<file path="src/rtl/mat_pkg.sv">
// Shared types and constants for the 4-lane sparse-matrix stream.
//   LANES   : lanes per beat
//   cplx_t  : complex value, 32-bit real and imaginary parts
//   col_w() : column/row index width for a given matrix rank
//   pack_state_t : pack-register states of the row packer
package mat_pkg;

  localparam int LANES = 4;

  typedef struct packed {
    logic [31:0] re;
    logic [31:0] im;
  } cplx_t;

  typedef enum logic [1:0] {
    ST_EMPTY   = 2'd0,
    ST_FILLING = 2'd1,
    ST_HELD    = 2'd2
  } pack_state_t;

  function automatic int col_w(input int rank);
    return $clog2(rank);
  endfunction

endpackage

</file>
<file path="src/rtl/mat_beat_reg.sv">
// Single-entry holding register with valid/ready handshake.
//   i_load  : capture i_data (caller only loads when o_free is high)
//   i_data  : beat payload
//   o_vld   : payload valid
//   o_data  : held payload, stable while o_vld is high and i_rdy is low
//   i_rdy   : sink ready
//   o_free  : register is empty or drains this cycle
module mat_beat_reg #(
  parameter int W = 8
) (
  input  logic         clk,
  input  logic         rst_n,
  input  logic         i_load,
  input  logic [W-1:0] i_data,
  output logic         o_vld,
  output logic [W-1:0] o_data,
  input  logic         i_rdy,
  output logic         o_free
);

  logic         r_vld;
  logic [W-1:0] r_data;

  assign o_vld  = r_vld;
  assign o_data = r_data;
  assign o_free = !r_vld || i_rdy;

  always_ff @(posedge clk or negedge rst_n) begin
    if (!rst_n) begin
      r_vld  <= 1'b0;
      r_data <= '0;
    end else if (i_load) begin
      r_vld  <= 1'b1;
      r_data <= i_data;
    end else if (i_rdy) begin
      r_vld  <= 1'b0;
    end
  end

endmodule

</file>
<file path="src/rtl/sparse_row_packer.sv">
// Packs single complex nonzero entries into 4-lane beats closed at 4 lanes,
// row end or matrix end, with row bookkeeping on the output stream.
//   E_*        : entry input (valid/ready), one entry per cycle
//   Scol_index : lane k column at [k*COL_W +: COL_W]
//   S_val_r/i* : lane real/imaginary parts
//   S_mask_o, S_row_o, S_row_last_o, S_mat_last_o : beat bookkeeping
//   S_vld_o / S_rdy_i : output handshake
//
// state      | meaning
// -----------+-----------------------------------------------------------
// ST_EMPTY   | pack register empty (count 0)
// ST_FILLING | count 1..3 lanes packed, beat still open
// ST_HELD    | closed beat waiting for the output register to free up
module sparse_row_packer
  import mat_pkg::*;
#(
  parameter int  MAT_RANK = 256,
  localparam int COL_W    = col_w(MAT_RANK)
) (
  input  logic               clk,
  input  logic               rst_n,
  input  logic               E_vld_i,
  output logic               E_rdy_o,
  input  logic               E_nz_i,
  input  logic [COL_W-1:0]   E_col_i,
  input  logic [31:0]        E_val_r_i,
  input  logic [31:0]        E_val_i_i,
  input  logic               E_row_last_i,
  input  logic               E_mat_last_i,
  output logic [4*COL_W-1:0] Scol_index,
  output logic [31:0]        S_val_r0,
  output logic [31:0]        S_val_r1,
  output logic [31:0]        S_val_r2,
  output logic [31:0]        S_val_r3,
  output logic [31:0]        S_val_i0,
  output logic [31:0]        S_val_i1,
  output logic [31:0]        S_val_i2,
  output logic [31:0]        S_val_i3,
  output logic [3:0]         S_mask_o,
  output logic [COL_W-1:0]   S_row_o,
  output logic               S_row_last_o,
  output logic               S_mat_last_o,
  output logic               S_vld_o,
  input  logic               S_rdy_i
);

  localparam int CPLX_W = $bits(cplx_t);
  localparam int CW_TOT = LANES * COL_W;
  localparam int VW_TOT = LANES * CPLX_W;
  localparam int BEAT_W = CW_TOT + VW_TOT + LANES + 2;

  pack_state_t      r_state, w_state_nxt;
  logic [1:0]       r_cnt;
  logic [COL_W-1:0] r_col [LANES];
  cplx_t            r_val [LANES];
  logic [LANES-1:0] r_hmask;
  logic             r_hrow_last, r_hmat_last;
  logic [COL_W-1:0] r_row;

  logic             w_acc, w_close, w_free, w_load, w_xfer;
  logic [COL_W-1:0] w_col [LANES];
  cplx_t            w_val [LANES];
  logic [LANES-1:0] w_mask;
  logic             w_row_last, w_mat_last;
  logic [CW_TOT-1:0] w_cols_flat;
  logic [VW_TOT-1:0] w_vals_flat;
  logic [BEAT_W-1:0] w_beat, w_out;
  logic [VW_TOT-1:0] w_out_vals;

  assign w_acc   = E_vld_i && E_rdy_o;
  assign w_close = w_acc && ((r_cnt == 2'd3) || E_row_last_i || E_mat_last_i);
  assign w_xfer  = S_vld_o && S_rdy_i;

  always_ff @(posedge clk or negedge rst_n) begin
    if (!rst_n) r_state <= ST_EMPTY;
    else        r_state <= w_state_nxt;
  end

  always_comb begin
    w_state_nxt = r_state;
    case (r_state)
      ST_HELD: if (w_free) w_state_nxt = ST_EMPTY;
      default: begin
        if (w_close)                w_state_nxt = w_free ? ST_EMPTY : ST_HELD;
        else if (w_acc && E_nz_i)   w_state_nxt = ST_FILLING;
      end
    endcase
  end

  always_comb begin
    E_rdy_o = (r_state != ST_HELD);
    w_load  = (r_state == ST_HELD) ? w_free : (w_close && w_free);
  end

  // Beat as it would leave the pack register this cycle: the stored beat
  // while held, otherwise the packed lanes plus the current entry.
  always_comb begin
    w_col      = r_col;
    w_val      = r_val;
    for (int k = 0; k < LANES; k++) w_mask[k] = (k < int'(r_cnt));
    w_row_last = E_row_last_i || E_mat_last_i;
    w_mat_last = E_mat_last_i;
    if (r_state == ST_HELD) begin
      w_mask     = r_hmask;
      w_row_last = r_hrow_last;
      w_mat_last = r_hmat_last;
    end else if (E_nz_i) begin
      w_col[r_cnt]  = E_col_i;
      w_val[r_cnt]  = {E_val_r_i, E_val_i_i};
      w_mask[r_cnt] = 1'b1;
    end
  end

  // Stale lanes from earlier beats are zeroed here, so padding is always 0.
  always_comb begin
    w_cols_flat = '0;
    w_vals_flat = '0;
    for (int k = 0; k < LANES; k++) begin
      if (w_mask[k]) begin
        w_cols_flat[k*COL_W +: COL_W]   = w_col[k];
        w_vals_flat[k*CPLX_W +: CPLX_W] = w_val[k];
      end
    end
  end

  assign w_beat = {w_mat_last, w_row_last, w_mask, w_vals_flat, w_cols_flat};

  always_ff @(posedge clk or negedge rst_n) begin
    if (!rst_n) begin
      r_cnt       <= '0;
      r_hmask     <= '0;
      r_hrow_last <= 1'b0;
      r_hmat_last <= 1'b0;
      for (int k = 0; k < LANES; k++) begin
        r_col[k] <= '0;
        r_val[k] <= '0;
      end
    end else if (r_state != ST_HELD) begin
      if (w_close) begin
        r_cnt <= '0;
        if (!w_free) begin
          r_col       <= w_col;
          r_val       <= w_val;
          r_hmask     <= w_mask;
          r_hrow_last <= w_row_last;
          r_hmat_last <= w_mat_last;
        end
      end else if (w_acc && E_nz_i) begin
        r_col[r_cnt] <= E_col_i;
        r_val[r_cnt] <= {E_val_r_i, E_val_i_i};
        r_cnt        <= r_cnt + 2'd1;
      end
    end
  end

  // Beats leave in order, so the counter always names the row of the beat
  // currently in the output register.
  always_ff @(posedge clk or negedge rst_n) begin
    if (!rst_n) begin
      r_row <= '0;
    end else if (w_xfer) begin
      if (S_mat_last_o)      r_row <= '0;
      else if (S_row_last_o) r_row <= r_row + COL_W'(1);
    end
  end

  mat_beat_reg #(.W(BEAT_W)) u_out (
    .clk    (clk),
    .rst_n  (rst_n),
    .i_load (w_load),
    .i_data (w_beat),
    .o_vld  (S_vld_o),
    .o_data (w_out),
    .i_rdy  (S_rdy_i),
    .o_free (w_free)
  );

  assign Scol_index   = w_out[CW_TOT-1:0];
  assign w_out_vals   = w_out[CW_TOT +: VW_TOT];
  assign S_val_r0     = w_out_vals[0*CPLX_W + 32 +: 32];
  assign S_val_i0     = w_out_vals[0*CPLX_W +: 32];
  assign S_val_r1     = w_out_vals[1*CPLX_W + 32 +: 32];
  assign S_val_i1     = w_out_vals[1*CPLX_W +: 32];
  assign S_val_r2     = w_out_vals[2*CPLX_W + 32 +: 32];
  assign S_val_i2     = w_out_vals[2*CPLX_W +: 32];
  assign S_val_r3     = w_out_vals[3*CPLX_W + 32 +: 32];
  assign S_val_i3     = w_out_vals[3*CPLX_W +: 32];
  assign S_mask_o     = w_out[CW_TOT + VW_TOT +: LANES];
  assign S_row_last_o = w_out[BEAT_W-2];
  assign S_mat_last_o = w_out[BEAT_W-1];
  assign S_row_o      = r_row;

endmodule

</file>
<file path="config.mk">
export PLATFORM = sky130hd
export DESIGN_NAME = sparse_row_packer
export DESIGN_NICKNAME = d
export VERILOG_FILES = /design/src/rtl/mat_pkg.sv /design/src/rtl/mat_beat_reg.sv /design/src/rtl/sparse_row_packer.sv
export SDC_FILE = /design/constraint.sdc
export NUM_CORES = 1
export LEC_CHECK = 0
export CORE_MARGIN = 1.5
export CORE_UTILIZATION = 40
export CTS_CLUSTER_DIAMETER = 40
export DETAILED_ROUTE_END_ITERATION = 7
export GPL_TIMING_DRIVEN = 0
export SLEW_MARGIN = 25
export SYNTH_ARGS = -nofsm -noshare
export SYNTH_HDL_FRONTEND = slang
export SYNTH_SLANG_ARGS = --single-unit
</file>
<file path="constraint.sdc">
create_clock -name clk -period 2.3 [get_ports clk]
set_clock_uncertainty 0.05 [all_clocks]
set_input_delay 0.23 -clock clk [delete_from_list [all_inputs] [get_ports clk]]
set_output_delay 0.23 -clock clk [all_outputs]
set_load 0.005 [all_outputs]
</file>
==> run metrics <==
post-route minimum period 2323 ps; total congestion overflow 0; Iter 0 DRT Violations 963; Post-synth EDFFs 0; gpl congestion 0.8262; Hold Path End r_cnt[1]; I/O pins 383; Slew headroom 62.88%; register area share after synthesis 59.78%; pwr dens 978.2 nW/um^2; startpoint types register; failing checks setup timing; clk_lat worst skew 640 ps; Reg2Reg Depth 9; synthesized area per cell 12.62 um^2; Area growth syn-to-layout 37.31%; cts bufs inserted 99; Post-DP Area 30290 um^2; drt drc 0; Syn Std Cell Area 25160 um^2; wire per inst 22.25 um; hold slack 72.38 ps; Max Root-Sink Buffers 3; post-synth cell types 41; final setup fails 23; max frequency 430.4 MHz; Hold Crit Depth 4; WL final 76330 um; hold path start E_vld_i; fin nets 2591; clock-pin slew on the worst setup and hold paths 50 ps; DP HPWL 52680 um; Cells after DPL 3220; WP data arrival 2790 ps; top-area cell type share of the netlist area 59.78%; Die ar. 64410 um^2; drt via density 5.122; DRT Pass-1 Iters 7; die width 253.8 um; vias in the first global route 18330; Die Y 253.8 um; antenna violations before repair 7; CTS tree built; Post-Synthesis Cells 1993; Leakage 15.19 nW; worst r2r dst r_val[137]; antenna viol nets, final 0; Row Count 91; ys async rst share 100.0%; status complete, but fails checks; Setup WS post-layout -23.38 ps; Synth area leader dfrtp_1; Max-Cap Viols 0; Area contributors post-synth dfrtp_1 (60%), mux2_2 (12%), mux2i_1 (12%); first-pass GRT wire length 114200 um; Clock Sink Count 601; cell area after layout 34550 um^2; RSZ-0062 raised after global routing true; # H-tree levels 3; Primary FF master, synth dfrtp_1; total number of vias 17570; Worst Hold Class primary input to register; Setup CP Type register to register; slew of the pin with the lowest slew margin 556.9 ps; Final Power 33.79 mW; GRT Total Usage 23.76%; share of cells above drive strength 1 24.90%; worst flop-to-flop path startpoint r_cnt[0]; Final Max Tran Viols 0; Clock Tree Root clkbuf_16; Setup crit end kind register; syn nets 2077; period utilization 101.0%; final non-filler cell total 3430; peak supply drop 0.0005779 V; Port Buf Inserts 381; r2r setup slk -20 ps; largest net degree at the start of global routing 97; Hold Fails Final Rpt 0; core area 61940 um^2; CP max FO 6; critical path required time 2760 ps; Synth Register Bits 601; Initial Utilization 40.62%; Ys Warns 0
==> layer usage <==
metal | global-route usage, % | vias to the layer above | wire length [um]
li1 | - | 8051 | -
met1 | 31.27 | 8896 | 32980
met3 | 6.945 | 125 | 5815
met4 | 7.296 | 6 | 2046
met5 | 0 | - | 48
met2 | 37.82 | 489 | 35440
==> cell families (layout without fill, tap and decap cells) <==
family,Yosys count,count (layout),synth area share [%]
buffers and inverters,131,728,2.840
other,0,3,0
multiplexers,579,579,24.77
AO/OA/AOI/OAI,315,315,6.465
AND/OR/NAND/NOR,357,357,5.724
XOR/XNOR,5,5,0.1741
flip-flops,601,601,59.78
adder cells (fa/ha/maj),5,5,0.2487
==> where the power goes <==
group	internal, mW	total [mW]	switching [mW]
Sequential	12.3	13.3	0.978
Combinational	2.94	5.39	2.45
Clock	9.56	15.1	5.58
Total	24.8	33.8	9.01
==> cells in the final DEF, fill, tap and decap left out, drive strengths merged, types with 3 or more instances in the layout <==
cell type | netlist | layout
dfrtp | 601 | 601
clkdlybuf4s50 | 0 | 380
nand2 | 314 | 314
o21ai | 300 | 300
mux2i | 290 | 290
mux2 | 289 | 289
clkbuf | 49 | 167
buf | 78 | 102
clkinv | 1 | 36
inv | 3 | 20
nor2 | 13 | 13
bufinv | 0 | 11
clkinvlp | 0 | 9
and3 | 5 | 5
nand4 | 5 | 5
ha | 5 | 5
diode | 0 | 3
and2 | 3 | 3
xor2 | 3 | 3
nor3 | 3 | 3
nor2b | 3 | 3
nor4 | 3 | 3
nand3 | 3 | 3
==> layout make-up <==
| type | instances | area (um^2) |
|---|---|---|
| fill | 5166 | 27390 |
| sequential | 601 | 15040 |
| multi-input combinational | 1261 | 9553 |
| timing repair buffer | 416 | 4437 |
| clock buffer | 112 | 2618 |
| tap | 837 | 1047 |
| buffer | 124 | 996.0 |
| clock inverter | 72 | 825.8 |
| inverter | 4 | 20.02 |
| antenna | 3 | 7.507 |
==> sequential cells by signal (all words and copies together), names as in the netlist <==
signal,count
S_row_o,8
r_cnt,2
r_col,32
r_hmask,4
r_hmat_last,1
r_hrow_last,1
r_state,2
r_val,256
u_out.o_data,294
u_out.o_vld,1
==> worst max-delay path, cell delays in order, from the launching register on <==
cell	delay, ps
dfrtp_2	450
ha_4	190
or3_4	340
a211oi_4	210
buf_6	160
buf_12	110
nand2_8	60
buf_12	160
clkbuf_16	170
mux2_2	270
==> worst max path at each step <==
stage,endpoint,start,slack [ps]
finish,r_val[137],r_cnt[0],-20
global route,u_out.o_data[55],r_cnt[0],-80
CTS,r_col[16],r_cnt[0],-30
detailed placement,u_out.o_data[87],E_mat_last_i,-1100
global placement,r_val[53],rst_n,-25720
floorplan,r_col[15],r_cnt[1],110
==> cells in the mapped netlist, types with 5 or more instances <==
library cell / n
nand4_1: 5
o21ai_0: 299
dfrtp_1: 601
mux2i_1: 290
and3_1: 5
mux2_4: 20
ha_1: 5
nor2_1: 13
buf_2: 52
clkbuf_1: 49
nand2_1: 311
mux2_2: 269
buf_6: 21
buf_1: 5
==> metrics by stage <==
stage	TNS (ps)	utilization, %	setup WS (ps)
2_1_floorplan	0	-	106.1
3_5_place_dp	-358780	48.91	-1095
3_3_place_gp	-	48.47	-25720
5_1_grt	-4617	55.77	-79.76
6_report	-263.5	55.77	-23.38
4_1_cts	-458.8	55.37	-31.00
==> what timing repair did <==
| item | 4_1_cts | 5_1_grt |
|---|---|---|
| resized for setup | 121 | 46 |
| hold buffers | 2 | 0 |
| endpoints found under the hold margin | 89 | 0 |
| endpoints found under the setup margin | 583 | 408 |
| pin swaps | 2 | 1 |
| gates cloned | 1 | 4 |
| setup buffers | 16 | 3 |
Note: power is estimated with default switching activity, not from simulation.
